==> src/rtl/fifo_pkg.sv <==
// Shared FIFO package.
// Holds the read-mode encodings and the pointer-width helper used by the
// single-clock FIFO (and by the dual-clock FIFO that shares this package).
package fifo_pkg;

    // Read-mode encodings for the FWFT parameter.
    localparam int MODE_STD  = 0;
    localparam int MODE_FWFT = 1;

    // Pointer width: address bits plus one wrap bit.
    function automatic int ptr_w(input int depth);
        return $clog2(depth) + 1;
    endfunction

endpackage : fifo_pkg

==> src/rtl/fifo_mem_2p.sv <==
// Simple dual-port RAM for the FIFO datapath.
// Ports:
//   clk    - clock, rising edge
//   rst_n  - async active-low reset (read register only, array is not reset)
//   we     - write enable; mem[waddr] <= wdata
//   waddr  - write address
//   wdata  - write data
//   re     - read enable; rdata <= mem[raddr], otherwise rdata holds
//   raddr  - read address
//   rdata  - registered read data
// Read and write of the same address on the same edge returns the old
// contents; the FIFO top handles that case where it matters.
module fifo_mem_2p #(
    parameter int WIDTH = 4,
    parameter int DEPTH = 8,
    parameter int AW    = $clog2(DEPTH)
) (
    input  logic             clk,
    input  logic             rst_n,
    input  logic             we,
    input  logic [AW-1:0]    waddr,
    input  logic [WIDTH-1:0] wdata,
    input  logic             re,
    input  logic [AW-1:0]    raddr,
    output logic [WIDTH-1:0] rdata
);

    logic [WIDTH-1:0] mem_q [DEPTH];
    logic [WIDTH-1:0] rdata_q;
    logic [WIDTH-1:0] rdata_d;

    always_ff @(posedge clk) begin
        if (we) begin
            mem_q[waddr] <= wdata;
        end
    end

    always_comb begin
        rdata_d = rdata_q;
        if (re) begin
            rdata_d = mem_q[raddr];
        end
    end

    always_ff @(posedge clk or negedge rst_n) begin
        if (!rst_n) begin
            rdata_q <= '0;
        end else begin
            rdata_q <= rdata_d;
        end
    end

    assign rdata = rdata_q;

endmodule : fifo_mem_2p

==> src/rtl/sync_fifo_flags.sv <==
// Single-clock FIFO with occupancy count, almost-full / almost-empty
// thresholds, sticky overflow / underflow flags and selectable read mode.
// Ports:
//   clk, rst_n        - clock (rising edge), async active-low reset
//   wr_rq, wdata      - write request and data; accepted when !full
//   rd_rq             - read request (standard) / pop (FWFT); accepted when !empty
//   rdata, rvalid     - read data and its qualifier
//   full, empty       - count == DEPTH / count == 0
//   almost_full       - count >= AF_THRESH
//   almost_empty      - count <= AE_THRESH
//   count             - occupancy 0..DEPTH
//   overflow          - sticky: write attempted while full
//   underflow         - sticky: read attempted while empty
//   clr_err           - synchronous clear of both sticky flags (set wins)
//
// Handshake: a request is a level sampled at the rising edge; it takes
// effect only if accepted (write: !full, read: !empty). No ready signal is
// returned combinationally -- the producer/consumer look at full/empty,
// which reflect the state after the previous edge. In standard mode rvalid
// marks the single cycle after an accepted read; in FWFT mode rvalid means
// rdata currently holds the head entry and rd_rq pops it.
module sync_fifo_flags
    import fifo_pkg::*;
#(
    parameter int WIDTH     = 4,
    parameter int DEPTH     = 8,
    parameter int AF_THRESH = DEPTH - 2,
    parameter int AE_THRESH = 2,
    parameter int FWFT      = MODE_STD
) (
    input  logic                     clk,
    input  logic                     rst_n,
    input  logic                     wr_rq,
    input  logic [WIDTH-1:0]         wdata,
    input  logic                     rd_rq,
    output logic [WIDTH-1:0]         rdata,
    output logic                     rvalid,
    output logic                     full,
    output logic                     empty,
    output logic                     almost_full,
    output logic                     almost_empty,
    output logic [ptr_w(DEPTH)-1:0]  count,
    output logic                     overflow,
    output logic                     underflow,
    input  logic                     clr_err
);

    localparam int PTR_W = ptr_w(DEPTH);
    localparam int AW    = PTR_W - 1;

    localparam logic [PTR_W-1:0] PTR_ONE = PTR_W'(1);
    localparam logic [PTR_W-1:0] AF_LVL  = PTR_W'(AF_THRESH);
    localparam logic [PTR_W-1:0] AE_LVL  = PTR_W'(AE_THRESH);
    localparam bit               IS_FWFT = (FWFT == MODE_FWFT);

    logic [PTR_W-1:0] wptr_q, wptr_d;
    logic [PTR_W-1:0] rptr_q, rptr_d;
    logic             rvalid_q, rvalid_d;
    logic             overflow_q, overflow_d;
    logic             underflow_q, underflow_d;
    logic             byp_q, byp_d;
    logic [WIDTH-1:0] byp_data_q, byp_data_d;

    logic             wr_accept;
    logic             rd_accept;
    logic             mem_re;
    logic [AW-1:0]    mem_raddr;
    logic [WIDTH-1:0] mem_rdata;

    // Status derived only from registered pointers.
    always_comb begin
        full  = (wptr_q[AW-1:0] == rptr_q[AW-1:0]) && (wptr_q[AW] != rptr_q[AW]);
        empty = (wptr_q == rptr_q);
        count = wptr_q - rptr_q;
    end

    assign almost_full  = (count >= AF_LVL);
    assign almost_empty = (count <= AE_LVL);

    always_comb begin
        wr_accept   = wr_rq && !full;
        rd_accept   = rd_rq && !empty;

        wptr_d      = wr_accept ? (wptr_q + PTR_ONE) : wptr_q;
        rptr_d      = rd_accept ? (rptr_q + PTR_ONE) : rptr_q;

        rvalid_d    = rd_accept;

        // Set has priority over clear on the same edge.
        overflow_d  = (wr_rq && full)  ? 1'b1 : (clr_err ? 1'b0 : overflow_q);
        underflow_d = (rd_rq && empty) ? 1'b1 : (clr_err ? 1'b0 : underflow_q);

        // FWFT keeps the RAM output register loaded with the entry at the
        // next head pointer every cycle. Standard mode reads only on an
        // accepted read, so rdata holds between reads.
        if (IS_FWFT) begin
            mem_re    = 1'b1;
            mem_raddr = rptr_d[AW-1:0];
        end else begin
            mem_re    = rd_accept;
            mem_raddr = rptr_q[AW-1:0];
        end

        // When the next head slot is being written on this very edge the
        // RAM would return stale data, so the write data is forwarded.
        // This only happens in FWFT mode (write into empty, or pop+write
        // at count 1); in standard mode read and write never share a slot.
        byp_d      = IS_FWFT && wr_accept && (wptr_q[AW-1:0] == rptr_d[AW-1:0]);
        byp_data_d = wr_accept ? wdata : byp_data_q;
    end

    always_ff @(posedge clk or negedge rst_n) begin
        if (!rst_n) begin
            wptr_q      <= '0;
            rptr_q      <= '0;
            rvalid_q    <= 1'b0;
            overflow_q  <= 1'b0;
            underflow_q <= 1'b0;
            byp_q       <= 1'b0;
            byp_data_q  <= '0;
        end else begin
            wptr_q      <= wptr_d;
            rptr_q      <= rptr_d;
            rvalid_q    <= rvalid_d;
            overflow_q  <= overflow_d;
            underflow_q <= underflow_d;
            byp_q       <= byp_d;
            byp_data_q  <= byp_data_d;
        end
    end

    fifo_mem_2p #(
        .WIDTH (WIDTH),
        .DEPTH (DEPTH),
        .AW    (AW)
    ) u_mem (
        .clk   (clk),
        .rst_n (rst_n),
        .we    (wr_accept),
        .waddr (wptr_q[AW-1:0]),
        .wdata (wdata),
        .re    (mem_re),
        .raddr (mem_raddr),
        .rdata (mem_rdata)
    );

    assign rdata     = byp_q ? byp_data_q : mem_rdata;
    assign rvalid    = IS_FWFT ? !empty : rvalid_q;
    assign overflow  = overflow_q;
    assign underflow = underflow_q;

endmodule : sync_fifo_flags

==> config.mk <==
export PLATFORM = sky130hd
export DESIGN_NAME = sync_fifo_flags
export DESIGN_NICKNAME = d
export VERILOG_FILES = /design/src/rtl/fifo_pkg.sv /design/src/rtl/fifo_mem_2p.sv /design/src/rtl/sync_fifo_flags.sv
export SDC_FILE = /design/constraint.sdc
export NUM_CORES = 1
export LEC_CHECK = 0
export CAP_MARGIN = 15
export CORE_ASPECT_RATIO = 1.25
export CORE_MARGIN = 2
export CORE_UTILIZATION = 30
export CTS_BUF_LIST = sky130_fd_sc_hd__clkbuf_4 sky130_fd_sc_hd__clkbuf_8
export CTS_CLUSTER_DIAMETER = 80
export DETAILED_ROUTE_END_ITERATION = 10
export SYNTH_ARGS = -nofsm -noshare
export SYNTH_HDL_FRONTEND = slang
export SYNTH_HIERARCHICAL = 1
export SYNTH_SLANG_ARGS = --single-unit
export TNS_END_PERCENT = 10
==> constraint.sdc <==
create_clock -name clk -period 3.72 [get_ports clk]
set_input_delay 0.744 -clock clk [delete_from_list [all_inputs] [get_ports clk]]
set_output_delay 0.744 -clock clk [all_outputs]
set_load 0.1 [all_outputs]
======== Word-level counts from Yosys, hierarchy flattened ========
Memories as Yosys holds them, arrays and structs flattened. A register that Yosys moved wholly into a read port is not among the register bits.
Cells that the tools add are included.
storage, ports and cells
  register bits ........................... 11
  RAM bits ................................ 32
  input bits .............................. 9
  output and inout bits ................... 15
  word-level logic and storage cells ...... 29
  memories kept ........................... 1
memory list
  name         depth  bits a word  read ports  clocked after memory_dff  write ports  line               source
  u_mem.mem_q  8      4            1           1                         1            fifo_mem_2p.sv:28  logic [WIDTH-1:0] mem_q [DEPTH];
operators by class
  add/sub/neg operators ................... 3
  magnitude comparators ................... 2
  equality and inequality tests ........... 3
  mux-type cells .......................... 5
  reduce and logical (&&, ||, !) cells .... 10
operator list
  kind                                                                count
  adder 4 x 1 -> 4 bit (second input constant)                        2
  logical AND 1 bit                                                   5
  two-way mux 1 bit                                                   5
  equality test 4 bit                                                 1
  greater-or-equal comparator 4 x 3 -> 1 bit (second input constant)  1
  <= comparator 4 x 2 -> 1 bit (second input constant)                1
  nonzero test 2 bit                                                  2
  subtractor 4 bit                                                    1
  equality test 3 bit                                                 1
  zero test 1 bit                                                     3
  != test 1 bit                                                       1

======== Logic depth before layout (Yosys ltp) ========
  depth in word-level cells ............... 6
  depth in mapped cells ................... 7

======== By module ========
Netlist, hierarchy kept.
by module, submodules not included
  module           instances  cells each  area each (µm²)
  fifo_mem_2p      1          87          1456.4
  sync_fifo_flags  1          60          645.6

======== Worst setup path after synthesis ========
No wires, ideal clock.
  path kind ............................... register to output
  from .................................... register wptr_q[0]
  to ...................................... output almost_full
  arrival time ............................ 3.914 ns
  setup slack ............................. -0.938 ns
  stages on the path, launching flop included .. 7
  cell sequence ........................... dfrtp_1 -> inv_1 -> ha_1 -> fa_1 -> xnor2_1 -> nand2_1 -> o21ai_0
on the way
  longest elaborated chain between the ends .. 2
ends and longest elaborated chain
  item                                        line                    source
  start: declaration                          sync_fifo_flags.sv:56   logic [PTR_W-1:0] wptr_q, wptr_d;
  start signal: assignment                    sync_fifo_flags.sv:122  wptr_q <= wptr_d;
  subtractor 4 bit                            sync_fifo_flags.sv:74   count = wptr_q - rptr_q;
  via count[2]                                sync_fifo_flags.sv:42   output logic [ptr_w(DEPTH)-1:0] count,
  greater-or-equal comparator 4 x 3 -> 1 bit  sync_fifo_flags.sv:77   assign almost_full = (count >= AF_LVL);
  end: declaration                            sync_fifo_flags.sv:40   output logic almost_full,
The timed path passes the listed nets, and every way through them passes these cells.

======== Worst setup path after layout ========
  from .................................... register wptr_q[0]
  to ...................................... output almost_empty
on the way
  longest elaborated chain between the ends .. 2
ends and longest elaborated chain
  item                          line                   source
  subtractor 4 bit              sync_fifo_flags.sv:74
  <= comparator 4 x 2 -> 1 bit  sync_fifo_flags.sv:78  assign almost_empty = (count <= AE_LVL);
  end: declaration              sync_fifo_flags.sv:41  output logic almost_empty,
Every way passes these cells.

==> results_dict.tcl <==
set metrics [dict create \
    max_slew_margin 0.356 \
    setup_viol 0 \
    vias 1189 \
    setup_tns_ns 0 \
    path_buf_inv 2 \
    hold_viol 0 \
    placedCellCount 259 \
    antenna_found_initial 0 \
    cts-root-buf "clkbuf_8" \
    dieArea_um2 7700 \
    hold_buffers 0 \
    ys_ff_latch 47 \
    die_y_um 97.6 \
    path_delay_family "adder cells" \
    critPathMaxFanout 9 \
    synth_top_area_frac 0.457 \
    ctsResizeCount 0 \
    dr.first_iter.drc_count 87 \
    synthCells 147 \
    numCtsBuffers 5 \
    routedWlPerCell_um 13.6 \
    antennaDiodeCount 0 \
    period_minus_slack_ns 2.91 \
    grt_pass1_vias 1137 \
    worstPathRequired_ns 2.98 \
    end_kind "output pin" \
    final_cells 267 \
    h-tree-depth 2 \
    coreArea_um2 6890 \
    hpwl_um 2650 \
    rows 34 \
    arrival_ns 2.17 \
    grt_max_degree 20 \
    maxSlewViolCount 0 \
    drc 0 \
    track_usage 0.102 \
    cpMaxStageDelayCell "dfrtp_1" \
    start_kind "flop" \
    clk_latency_ns 0.29 \
    cts_tree "yes" \
    synth_nets 162 \
    critPathMaxStageDelay_ns 0.50 \
    fin_worst_skew_ns 0.00600 \
    rsz0062_at_grt "false" \
    final_antenna_net_count 0 \
    syn_avg_cell_area_um2 14.3 \
    avgViaCountPerCell 4.45 \
    drt-pass1-iter-count 4 \
    drive_gt1_frac 0.130 \
    worstMarginPinSlew_ns 0.963 \
    syn-cell-area_um2 2100 \
    ys_types 33 \
    syn_to_final_growth_pct 19.9 \
    postCtsSetupRepairBufs 0 \
    overflow 0 \
    status "finished clean" \
    yosysWarnings 6 \
    crit_type "reg -> out" \
    io_pins 24 \
    start_util 0.305 \
    die-width_um 78.9 \
    cts_buffer_depth 2 \
    path_cells "inv_1 -> ha_1 -> fa_1 -> xnor2_2 -> a21oi_1 -> o21a_1 -> buf_12" \
    synth_area_leaders "edfxtp_1 46%, dfrtp_1 18%, mux2i_1 7.6%, ha_1 3.0%, a22oi_1 2.9%" \
    cts.reportedPaths.clkPinSlew_ns 0.08 \
    post-route-period-util 0.782 \
    port_buffers 23 \
    clkSinkCount 47 \
    fmax_mhz 344 \
    gp_congestion 0.765 \
    hold_path.class "reg -> reg" \
    grt_pass1_wl_um 5870 \
    seq_area_frac_synth 0.636 \
    wl_um 3620 \
    final_nets 191 \
    max_cap_viol_count 0 \
    synth_largest_area_cell "edfxtp_1" \
]
## layer usage
layer,up-vias,share of wire,GRT usage
li1,601,-,-
met1,563,0.44,0.128
met2,16,0.51,0.169
met3,9,0.017,0.0139
met4,0,0.027,0.0557
met5,-,0,0
## synth_stat cells (all sizes together)
cell	instances
and2	1
a31o	4
nor2	10
and2b	2
and3	2
edfxtp	32
o211ai	2
mux2	2
dfrtp	15
nand2	3
inv	9
nor2b	4
o21a	1
a21oi	5
xnor2	6
o21ai	3
mux2i	16
a22o	2
a22oi	8
buf	2
fa	1
ha	5
nand4	2
nand3	1
nor3	2
nand2b	3
xor2	3
nand3b	1
## kinds of logic after synthesis
group                      share of synthesized area
AOI/OAI and AO/OA                             0.0869
xor gates and xnor gates                      0.0411
adders and majority gates                     0.0393
buffers and inverters                         0.0310
DFF                                            0.636
muxes                                         0.0887
and+or+nand+nor                               0.0774
## layout by cell type, fill, tap and decap left out, drive strengths merged
master / Yosys / layout
clkdlybuf4s50: 0 / 15
and3: 2 / 2
buf: 2 / 9
nand4: 2 / 2
clkbuf: 0 / 5
xor2: 3 / 3
o211ai: 2 / 2
a22oi: 8 / 8
o21a: 1 / 1
clkinvlp: 0 / 1
nand2b: 3 / 3
nand2: 3 / 3
a21oi: 5 / 5
nand3: 1 / 1
nor3: 2 / 2
a31o: 4 / 4
inv: 9 / 9
mux2i: 16 / 16
a22o: 2 / 2
o21ai: 3 / 3
xnor2: 6 / 6
edfxtp: 32 / 32
fa: 1 / 1
clkinv: 0 / 2
nor2: 10 / 10
and2b: 2 / 2
nand3b: 1 / 1
and2: 1 / 1
mux2: 2 / 2
nor2b: 4 / 4
ha: 5 / 5
dfrtp: 15 / 15
## final timing paths
path	startpoint	end	slack, ns	depth (start not counted)
worst max-delay path	wptr_q[0]	almost_empty	0.81	7
worst max register to register	rptr_q[2]	u_mem/mem_q[4][1]	1.34	7
worst min-delay path	overflow	overflow	0.52	1
max in group asynchronous	rst_n	u_mem/rdata[2]	2.41	1
worst min register to register	overflow	overflow	0.52	1
min in group asynchronous	rst_n	overflow	0.86	1
## registers in the layout, indices dropped and copies added (netlist names)
| signal | count |
|---|---|
| overflow | 1 |
| rptr_q | 4 |
| rvalid | 1 |
| u_mem/mem_q | 32 |
| u_mem/rdata | 4 |
| underflow | 1 |
| wptr_q | 4 |
## through the flow
stage | setup WS [ns] | util | hold WS, ns | cell area, um^2
6_report | 0.809 | 0.366 | 0.520 | 2520
2_1_floorplan | 0.281 | - | 0.448 | 2110
3_5_place_dp | 1.14 | 0.354 | 0.502 | 2440
4_1_cts | 0.806 | 0.366 | 0.526 | 2520
5_1_grt | 0.709 | 0.366 | 0.543 | 2520
3_3_place_gp | 1.16 | 0.354 | 0.497 | 2440
## area by class of cell
class,instances,area [um^2]
clock buffers,5,68.8
clock inverters,3,15.0
repair buffers,24,243
multi-input cells,89,712
inverters,9,33.8
well taps,90,113
fillers,659,4370
flip-flops and latches,47,1340
## worst register-to-register path, cell delays in order (launching register included)
cell and delay (ns):
dfrtp_1 0.49, inv_1 0.08, ha_1 0.36, nand3_1 0.28, o21ai_2 0.12, inv_1 0.09
nand2_1 0.09, nor3_1 0.50
Power is not shown: default switching activity piles up to over one toggle a cycle in this logic, so the estimate is an artifact.
